`config.mk`:
```
export PLATFORM = sky130hd
export DESIGN_NAME = select_arbiter
export DESIGN_NICKNAME = d
export VERILOG_FILES = /design/src/rtl/select_arb_pkg.sv /design/src/rtl/select_arbiter_rr_pick.sv /design/src/rtl/select_arbiter.sv
export SDC_FILE = /design/constraint.sdc
export NUM_CORES = 1
export LEC_CHECK = 0
export ABC_AREA = 1
export CORE_UTILIZATION = 35
export DETAILED_ROUTE_END_ITERATION = 8
export GPL_ROUTABILITY_DRIVEN = 0
export PLACE_DENSITY = 0.68
export SYNTH_ARGS = -nofsm -noshare
export SYNTH_HDL_FRONTEND = slang
export SYNTH_HIERARCHICAL = 1
export SYNTH_SLANG_ARGS = --single-unit
export TNS_END_PERCENT = 10
```
`constraint.sdc`:
```
create_clock -name clk -period 2.46 [get_ports clk]
set_input_delay 0.615 -clock clk [delete_from_list [all_inputs] [get_ports clk]]
set_output_delay 0.615 -clock clk [all_outputs]
set_load 0.01 [all_outputs]
```
`src/rtl/select_arb_pkg.sv`:
```
// select_arb_pkg: shared types for the select arbiter (state encoding, select width).
package select_arb_pkg;
  localparam int SEL_W = 2;

  typedef enum logic [1:0] {
    IDLE   = 2'd0,
    LOOKUP = 2'd1,
    RESP   = 2'd2
  } arb_state_t;

  typedef logic [SEL_W-1:0] sel_t;
endpackage

```
`src/rtl/select_arbiter_rr_pick.sv`:
```
// rr_pick: combinational round-robin picker. Scans from ptr upward (wrapping
// modulo N) and returns the first valid index as one-hot grant plus binary index.
module rr_pick #(
  parameter int N  = 4,
  parameter int IW = (N > 1) ? $clog2(N) : 1
) (
  input  logic [N-1:0]  i_valid,
  input  logic [IW-1:0] i_ptr,
  output logic [N-1:0]  o_grant,
  output logic [IW-1:0] o_idx,
  output logic          o_any
);
  int          w_j;
  logic [IW-1:0] w_jj;

  // First valid requester at or after the pointer wins.
  always_comb begin
    o_grant = '0;
    o_idx   = '0;
    o_any   = 1'b0;
    w_j     = 0;
    w_jj    = '0;
    for (int i = 0; i < N; i++) begin
      w_j = int'(i_ptr) + i;
      if (w_j >= N) w_j = w_j - N;
      w_jj = IW'(w_j);
      if (!o_any && i_valid[w_jj]) begin
        o_any         = 1'b1;
        o_grant[w_jj] = 1'b1;
        o_idx         = w_jj;
      end
    end
  end
endmodule

```
`src/rtl/select_arbiter.sv`:
```
// select_arbiter: round-robin share of one combinational select->data lookup.
// Each accepted request walks IDLE -> LOOKUP -> RESP; the select is held in a
// register so the lookup input never glitches. Optional per-requester grant
// counters are built when SELECT_ARB_COUNT_EN is defined.
module select_arbiter
  import select_arb_pkg::*;
#(
  parameter int NUM_REQ = 4,
  parameter int LANES   = 3,
  parameter int LANE_W  = 4,
  parameter int IW      = $clog2(NUM_REQ)
) (
  input  logic                              clk,
  input  logic                              rst_n,
  input  logic [NUM_REQ-1:0]                req_valid,
  input  logic [NUM_REQ-1:0][SEL_W-1:0]     req_select,
  output logic [NUM_REQ-1:0]                req_ready,
  output logic [SEL_W-1:0]                  lut_select,
  input  logic [LANES-1:0][LANE_W-1:0]      lut_data,
  output logic                              rsp_valid,
  input  logic                              rsp_ready,
  output logic [IW-1:0]                     rsp_id,
  output logic [LANES-1:0][LANE_W-1:0]      rsp_data
`ifdef SELECT_ARB_COUNT_EN
  , output logic [NUM_REQ-1:0][7:0]         grant_cnt
`endif
);
  arb_state_t           r_state;
  sel_t                 r_sel;
  logic [IW-1:0]        r_id;
  logic [IW-1:0]        r_ptr;
  logic [NUM_REQ-1:0]   w_grant;
  logic [IW-1:0]        w_idx;
  logic                 w_any;

  rr_pick #(.N(NUM_REQ), .IW(IW)) u_pick (
    .i_valid (req_valid),
    .i_ptr   (r_ptr),
    .o_grant (w_grant),
    .o_idx   (w_idx),
    .o_any   (w_any)
  );

  // Accept only in IDLE; gating with rst_n keeps ready low while reset is held.
  assign req_ready  = (r_state == IDLE && rst_n) ? w_grant : '0;
  assign lut_select = r_sel;

  // Transaction FSM with select/id/response registers.
  always_ff @(posedge clk or negedge rst_n) begin
    if (!rst_n) begin
      r_state   <= IDLE;
      r_sel     <= '0;
      r_id      <= '0;
      r_ptr     <= '0;
      rsp_valid <= 1'b0;
      rsp_id    <= '0;
      rsp_data  <= '0;
    end else begin
      case (r_state)
        IDLE: if (w_any) begin
          r_sel   <= req_select[w_idx];
          r_id    <= w_idx;
          r_state <= LOOKUP;
        end
        LOOKUP: begin
          rsp_data  <= lut_data;
          rsp_id    <= r_id;
          rsp_valid <= 1'b1;
          r_state   <= RESP;
        end
        RESP: if (rsp_ready) begin
          rsp_valid <= 1'b0;
          r_ptr     <= (r_id == IW'(NUM_REQ - 1)) ? '0 : r_id + 1'b1;
          r_state   <= IDLE;
        end
        default: r_state <= IDLE;
      endcase
    end
  end

`ifdef SELECT_ARB_COUNT_EN
  logic [NUM_REQ-1:0] w_accept;
  assign w_accept = req_ready & req_valid;

  for (genvar g = 0; g < NUM_REQ; g++) begin : g_cnt
    logic [7:0] r_cnt;
    // Saturating count of accepts for requester g.
    always_ff @(posedge clk or negedge rst_n) begin
      if (!rst_n)                            r_cnt <= '0;
      else if (w_accept[g] && r_cnt != 8'hFF) r_cnt <= r_cnt + 8'd1;
    end
    assign grant_cnt[g] = r_cnt;
  end
`endif
endmodule

```
==> run summary, run 1 <==
OUTCOME
-------------------------------------------------------------------------------
Outcome                                                            complete, no violations

TIMING
-------------------------------------------------------------------------------
Worst Max-Slew Pin Slew                                               0.3481 ns
Rel. slew slack                                                          76.74%
Number of pins with negative max-slew slack in the final report               0
Clock skew after layout                                             0.003262 ns
Hold violation total from the final report                                    0
Setup repair after global routing missed its margin                        true
Final total negative setup slack                                           0 ns
Final worst path period share                                            99.19%
Final WS setup                                                       0.02004 ns
Fin crit period                                                        2.440 ns
Final setup violation count                                                   0
Maximum clock frequency                                              0.4098 GHz
Final worst hold slack                                                0.4710 ns

DIE
-------------------------------------------------------------------------------
Placeable core region                                              0.004000 sq mm
I/O pin count                                                                48
Initial core utilization                                                 36.22%
Die outline area                                                   0.004401 sq mm
Standard-cell rows                                                           23
Die boundary width                                                     66.34 um
Overall die height                                                     66.34 um

PLACEMENT
-------------------------------------------------------------------------------
Count of buffers from port buffering                                         47
Worst slack after detailed placement                                 -0.6736 ns
Cell area reported after detailed placement                        0.002095 sq mm
HPWL Detailed                                                          2.524 mm

CRITICAL PATH
-------------------------------------------------------------------------------
Cell mode on critical path                                              nand2_4
Required time of the worst setup path                                   1.85 ns
CP max-delay cell                                                       dfrtp_1
Largest delay share family, worst path                             simple AND/OR/NAND/NOR gates
Critical Path, Cell by Cell                                        inv_2, ha_4, buf_6, nand2_4, nand2_4, nor2_4, nand4_1, nand3_1, inv_1, nor2_1, buf_2
Largest stage delay on the critical path                                0.39 ns
Largest fanout on the critical path                                           5
Worst Setup Path Type                                              register to output pin
Arrival time of the worst setup path                                    1.82 ns
Register-to-register setup slack                                        0.44 ns
Category of the worst setup path launch point                          register
CP Launch Point                                                        r_ptr[0]
Setup crit end kind                                                  output pin
Sum of buffers and inverters on the critical path                             4
Worst R2R Start                                                        r_ptr[1]

YOSYS
-------------------------------------------------------------------------------
Syn_area_per_cell                                                   7.281 sq um
Share of the synthesized area in the top cell type                       39.72%
Leading post-synthesis cells by cell area                          dfrtp_1, nand2_1, nand3_1
Cell type with the highest aggregate area in the netlist                dfrtp_1
Share of the yosys chip area belonging to registers                      39.72%
Number of nets produced by synthesis                                        232
Post-synth cell types                                                        18
Number of synthesis warnings                                                  6
Syn Inst Count                                                              199
Number of storage elements in the synthesis netlist                          23
Cell area after technology mapping                                 0.001449 sq mm

JOB
-------------------------------------------------------------------------------
Max-cap check violation count                                                 0

FINAL LAYOUT
-------------------------------------------------------------------------------
Post-layout net count                                                       310
Highest-count cells in the layout ignoring fill and taps           nand2_1, clkdlybuf4s50_1, buf_4
Post-route design area                                             0.002281 sq mm
Diodes inserted                                                               0
Share of cells above drive strength 1                                    25.72%
Commonest non-fill, non-tap cell in the layout                          nand2_1
Area Overhead vs Synth                                                   57.43%
Share of the core filled with cells                                      57.02%

DRT
-------------------------------------------------------------------------------
Routed len/inst                                                        11.10 um
Via total after detailed routing                                           1510
Total length of routed wires                                           3.620 mm
Detail Route Antenna Nets                                                     0
Total DRC errors in the routed layout                                         0
Number of detailed-route iterations in the first pass                         4
Number of DRC markers after the initial detailed-route iteration            100
Vias per Instance                                                         4.632

GRT
-------------------------------------------------------------------------------
First-pass GRT wire length                                             6.016 mm
Initial antenna violation count                                               0
Total overflow reported by the global router                                  0
Vias in the first global route                                             1391
Pin count of the biggest net entering global routing                         24
Total routing resource utilization after global routing                  17.40%

POWER
-------------------------------------------------------------------------------
Leak pwr                                                               1.173 nW
Power density over cell area                                       1429 mW/mm^2
VDD IR max                                                            0.7238 mV

CLOCK NETWORK
-------------------------------------------------------------------------------
CTS tree                                                                   done
H-tree lvl count                                                              1
Cell at the root of the clock tree                                     clkbuf_8
Number of buffers added by the clock tree synthesis step                      3
Bufs on Longest Clock Path                                                    2
Clock sink count                                                             23
Clk Latency, worst-skew pair                                            0.26 ns
Clock transition at the registers of the reported paths                 0.08 ns
CTS hold repair buffers                                                       0

MIN PATH
-------------------------------------------------------------------------------
Hold path startpoint                                                rsp_data[1]
Type of the tightest min-delay check                               register to register

[timing repair]
item,in CTS,in global routing
buffers inserted,5,4
gates resized for setup,40,8
pin swaps,10,22
endpoints found under the setup margin,4,4
cloned,1,0
[logic make-up (layout without fill, tap and decap cells)]
| kind of cell | after synthesis | in the layout | synth area share [%] |
|---|---|---|---|
| and+or+nand+nor | 130 | 131 | 41.45 |
| buffers and inverters | 25 | 101 | 7.772 |
| DFF | 23 | 23 | 39.72 |
| AOI/OAI and AO/OA | 15 | 15 | 5.872 |
| adders and majority gates | 6 | 6 | 5.181 |
[metrics by stage]
| step | total power, mW | instances |
|---|---|---|
| global route | 3.555 | 326 |
| global placement | 2.659 | 312 |
| CTS | 3.137 | 322 |
| floorplan | 1.854 | 199 |
| finish | 3.260 | 326 |
| detailed placement | 2.669 | 312 |
[report_power, final]
part / leakage, nW / internal, mW / switching, mW / total, mW
Combinational: 0.866 / 1.10 / 1.26 / 2.35
Clock: 0.0255 / 0.113 / 0.117 / 0.230
Sequential: 0.282 / 0.565 / 0.113 / 0.678
Total: 1.17 / 1.77 / 1.48 / 3.26
[sequential cells by signal (all words and copies together), names as in the netlist]
register and count:
r_state 2, rsp_data 12, rsp_valid 1, rsp_id 2, r_ptr 2, r_id 2
lut_select 2
[path summary, 6_finish.rpt]
check,end,depth (start not counted)
worst max-delay path,req_ready[1],11
worst min-delay path,rsp_data[1],2
worst max register to register,lut_select[1],15
worst min register to register,rsp_data[1],2
max in group asynchronous,rsp_data[9],2
min in group asynchronous,rsp_data[6],2
[tightest hold or removal path, cell delays in order (launching register included)]
cell,delay (ns)
dfrtp_1,0.35
nand2_1,0.05
nand2_1,0.04
[per-layer routing]
layer | wire length (um) | global-route usage, %
met1 | 1613 | 22.83
met2 | 1817 | 30.23
met3 | 172 | 3.103
met4 | 16 | 2.394
met5 | 0 | 0
[synth_stat cells]
master and instances:
ha_1 6, nand2_2 8, nand2_1 81, nand2_4 1, buf_6 2, inv_1 19, inv_2 3, nand3_1 20
nor2_1 8, nand4_1 7, a21oi_1 9, nand3_2 1, o21ai_0 2, buf_4 1, dfrtp_1 23, a21boi_0 4
nand3_4 1, nor2_4 3
[layout make-up]
type                       instances  area [sq um]
inverter                          22         82.58
multi-input combinational        152         847.1
clock buffer                       3         41.29
clock inverter                     1         5.005
timing repair buffer              75         666.9
sequential                        23         575.6
fill                             371          1719
tap                               50         62.56
(Power assumes the default switching activity.)
==> run 2, diff against run 1 <==
ABC_AREA = unset   (was 1)
GPL_TIMING_DRIVEN = 0   (was unset)
==> run summary, run 2 <==
FINAL LAYOUT
---------------------------------------------------------------------------------
Post-layout net count                                                         212
Area Overhead vs Synth                                                     52.65%
Number of filler cells placed in the layout                                   299
Highest-count cells in the layout ignoring fill and taps             clkdlybuf4s50_1, dfrtp_1, buf_4
Flip-flop count of the largest register after layout                           12
Share of the core filled with cells                                        57.77%
Diodes inserted                                                                 0
Share of cells above drive strength 1                                      40.45%
Largest reg by FF count                                                  rsp_data
Commonest non-fill, non-tap cell in the layout                       clkdlybuf4s50_1

CLOCK NETWORK
---------------------------------------------------------------------------------
Cell at the root of the clock tree                                       clkbuf_8
Clock sink count                                                               23
CTS tree                                                                     done
Clock transition at the registers of the reported paths                   0.07 ns
Bufs on Longest Clock Path                                                      2
H-tree lvl count                                                                1
Number of buffers added by the clock tree synthesis step                        3
Clk Latency, worst-skew pair                                              0.26 ns

POWER
---------------------------------------------------------------------------------
VDD IR max                                                              0.6474 mV
Comb pwr share                                                              69.9%
Clk pwr share                                                                7.1%
Power density over cell area                                         1428 mW/mm^2
Net Sw Frac                                                                35.56%
Sequential share of power                                                   23.0%
Leak pwr                                                                0.9647 nW
Power after layout                                                       3.134 mW
Internal Dissipation                                                     2.020 mW
Sw power                                                                 1.114 mW

CRITICAL PATH
---------------------------------------------------------------------------------
Setup crit end kind                                                    output pin
Largest fanout on the critical path                                             5
Worst Setup Path Type                                                primary input to output pin
Category of the worst setup path launch point                        primary input
Arrival time of the worst setup path                                      2.43 ns
Required time of the worst setup path                                     1.85 ns

DIE
---------------------------------------------------------------------------------
Die boundary width                                                       66.09 um
Initial core utilization                                                   37.85%
Overall die height                                                       66.09 um
Standard-cell rows                                                             22
Placeable core region                                                0.003799 sq mm
Die outline area                                                     0.004368 sq mm
I/O pin count                                                                  48

TIMING
---------------------------------------------------------------------------------
Final WS setup                                                         -0.5835 ns
Hold violation total from the final report                                      0
Final setup violation count                                                     7
Fin crit period                                                          3.043 ns
Number of pins with negative max-slew slack in the final report                 0
Worst Max-Slew Pin Slew                                                  1.103 ns
Clock skew after layout                                               0.004442 ns
Rel. slew slack                                                            26.23%
Maximum clock frequency                                                0.3286 GHz
Final worst path period share                                              123.7%
Setup repair after global routing missed its margin                          true

OUTCOME
---------------------------------------------------------------------------------
Outcome                                                              finished with violations
Violated checks                                                      setup timing

GRT
---------------------------------------------------------------------------------
Total routing resource utilization after global routing                    15.91%
Total overflow reported by the global router                                    0
First-pass GRT wire length                                               5.326 mm
Pin count of the biggest net entering global routing                           28
Initial antenna violation count                                                 0
Vias in the first global route                                               1125

DRT
---------------------------------------------------------------------------------
Total length of routed wires                                             3.283 mm
Total DRC errors in the routed layout                                           0
Number of DRC markers after the initial detailed-route iteration               79
Number of detailed-route iterations in the first pass                           4
Vias per Instance                                                           5.027
Via total after detailed routing                                             1136
Detail Route Antenna Nets                                                       0
Routed len/inst                                                          14.53 um

YOSYS
---------------------------------------------------------------------------------
Fraction of synthesis flops using an asynchronous set or reset pin         100.0%
Share of the synthesized area in the top cell type                         40.03%
Post-synth cell types                                                          31
Leading post-synthesis cells by cell area                            dfrtp_1, mux2_4, mux2_2
Cell area after technology mapping                                   0.001438 sq mm
Cell type with the highest aggregate area in the netlist                  dfrtp_1
Number of storage elements in the synthesis netlist                            23
Number of synthesis warnings                                                    6
Synth top cells by count                                             dfrtp_1, mux2_2, mux2_4
Share of the yosys chip area belonging to registers                        40.03%
Syn Inst Count                                                                107
Main synth FF type                                                        dfrtp_1
Number of synthesized flops with an enable pin                                  0
Cell with the most instances after synthesis                              dfrtp_1
Syn_area_per_cell                                                     13.44 sq um
Number of nets produced by synthesis                                          140

MIN PATH
---------------------------------------------------------------------------------
Type of the tightest min-delay check                                 register to register

PLACEMENT
---------------------------------------------------------------------------------
Count of buffers from port buffering                                           47
HPWL Detailed                                                            2.370 mm

JOB
---------------------------------------------------------------------------------
Max-cap check violation count                                                   0

run 2: cell types whose count changed in the layout (fill, tap and decap cells not counted), moves of 6 or more:
cell	delta
nand2_1	-74
mux2_2	+9
mux4_2	+6
inv_1	-14
nand2_2	-13
buf_4	-7
nand4_1	-7
nand3_1	-19
mux2_4	+12
a22oi_1	+6
run 2: final timing paths:
| check | depth (start not counted) | to | slack [ns] | from |
|---|---|---|---|---|
| max | 9 | req_ready[0] | -0.58 | req_valid[0] |
| min | 1 | rsp_data[8] | 0.51 | rsp_data[8] |
| max reg2reg | 12 | lut_select[1] | -0.45 | r_ptr[0] |
| min reg2reg | 1 | rsp_data[8] | 0.51 | rsp_data[8] |
| max in group asynchronous | 1 | r_ptr[1] | 0.78 | rst_n |
| min in group asynchronous | 1 | rsp_data[3] | 0.95 | rst_n |
run 2: power groups by stage:
stage                     combinational, mW  clock [mW]  sequential, mW
after global routing                   2.37       0.246           0.750
after detailed placement               1.83           0           0.749
after CTS                              2.16       0.233           0.723
after floorplan                        1.20           0           0.783
after global placement                 1.77           0           0.737
final                                  2.19       0.222           0.721
run 2: through the flow:
step           std cells  hold slack (ns)  worst slack [ns]  cell area [sq um]  TNS, ns
2_1_floorplan        107           0.3194           -0.1701               1471   -1.011
3_3_place_gp         202           0.4923            -1.139               2002   -6.596
3_5_place_dp         202           0.4963            -1.248               2002   -7.328
4_1_cts              223           0.5145           -0.6214               2176   -3.407
5_1_grt              226           0.5363           -0.7218               2195   -4.042
6_report             226           0.5104           -0.5835               2195   -3.316
run 2: routing by layer:
| metal | GRT usage, % | vias up | wire length, um |
|---|---|---|---|
| met5 | 0 | - | 0 |
| met1 | 20.93 | 556 | 1412 |
| met4 | 4.255 | 0 | 59 |
| li1 | - | 544 | - |
| met3 | 3.103 | 6 | 127 |
| met2 | 26.53 | 30 | 1684 |
run 2: layout make-up:
class | instances | area, sq um | share of cell area [%]
multi-input combinational | 75 | 834.6 | 38.03
timing repair buffer | 68 | 613.1 | 27.94
sequential | 23 | 576.8 | 26.28
tap | 48 | 60.06 | 2.737
buffer | 4 | 47.55 | 2.166
clock buffer | 4 | 45.04 | 2.052
inverter | 4 | 17.52 | 0.7982
run 2: kinds of logic after synthesis:
logic type      after synthesis  synth area share, %
fa+ha+maj                     6                5.222
compound gates               19                9.400
simple gates                 21                10.18
flops                        23                40.03
buf+inv                       9                5.047
mux                          29                30.11
run 2: timing repair:
item	CTS	global route
setup endpoints to repair	8	8
setup buffers	17	4
hold buffers	0	0
resized for setup	37	4
pin swaps	3	1
run 2: critical path, cell delays in order:
cell           delay, ns
dlygate4sd2_1       0.28
mux4_2              0.53
nor4b_4             0.33
buf_4               0.17
buf_6               0.10
a22oi_2             0.04
o21ai_1             0.08
and3_1              0.15
buf_2               0.13
==> run 3, diff against run 2 <==
ABC_CLOCK_PERIOD_IN_PS = 2460   (was unset)
==> results of run 3 <==
Same layout as run 2: the final DEF is identical, and so are final timing and power.
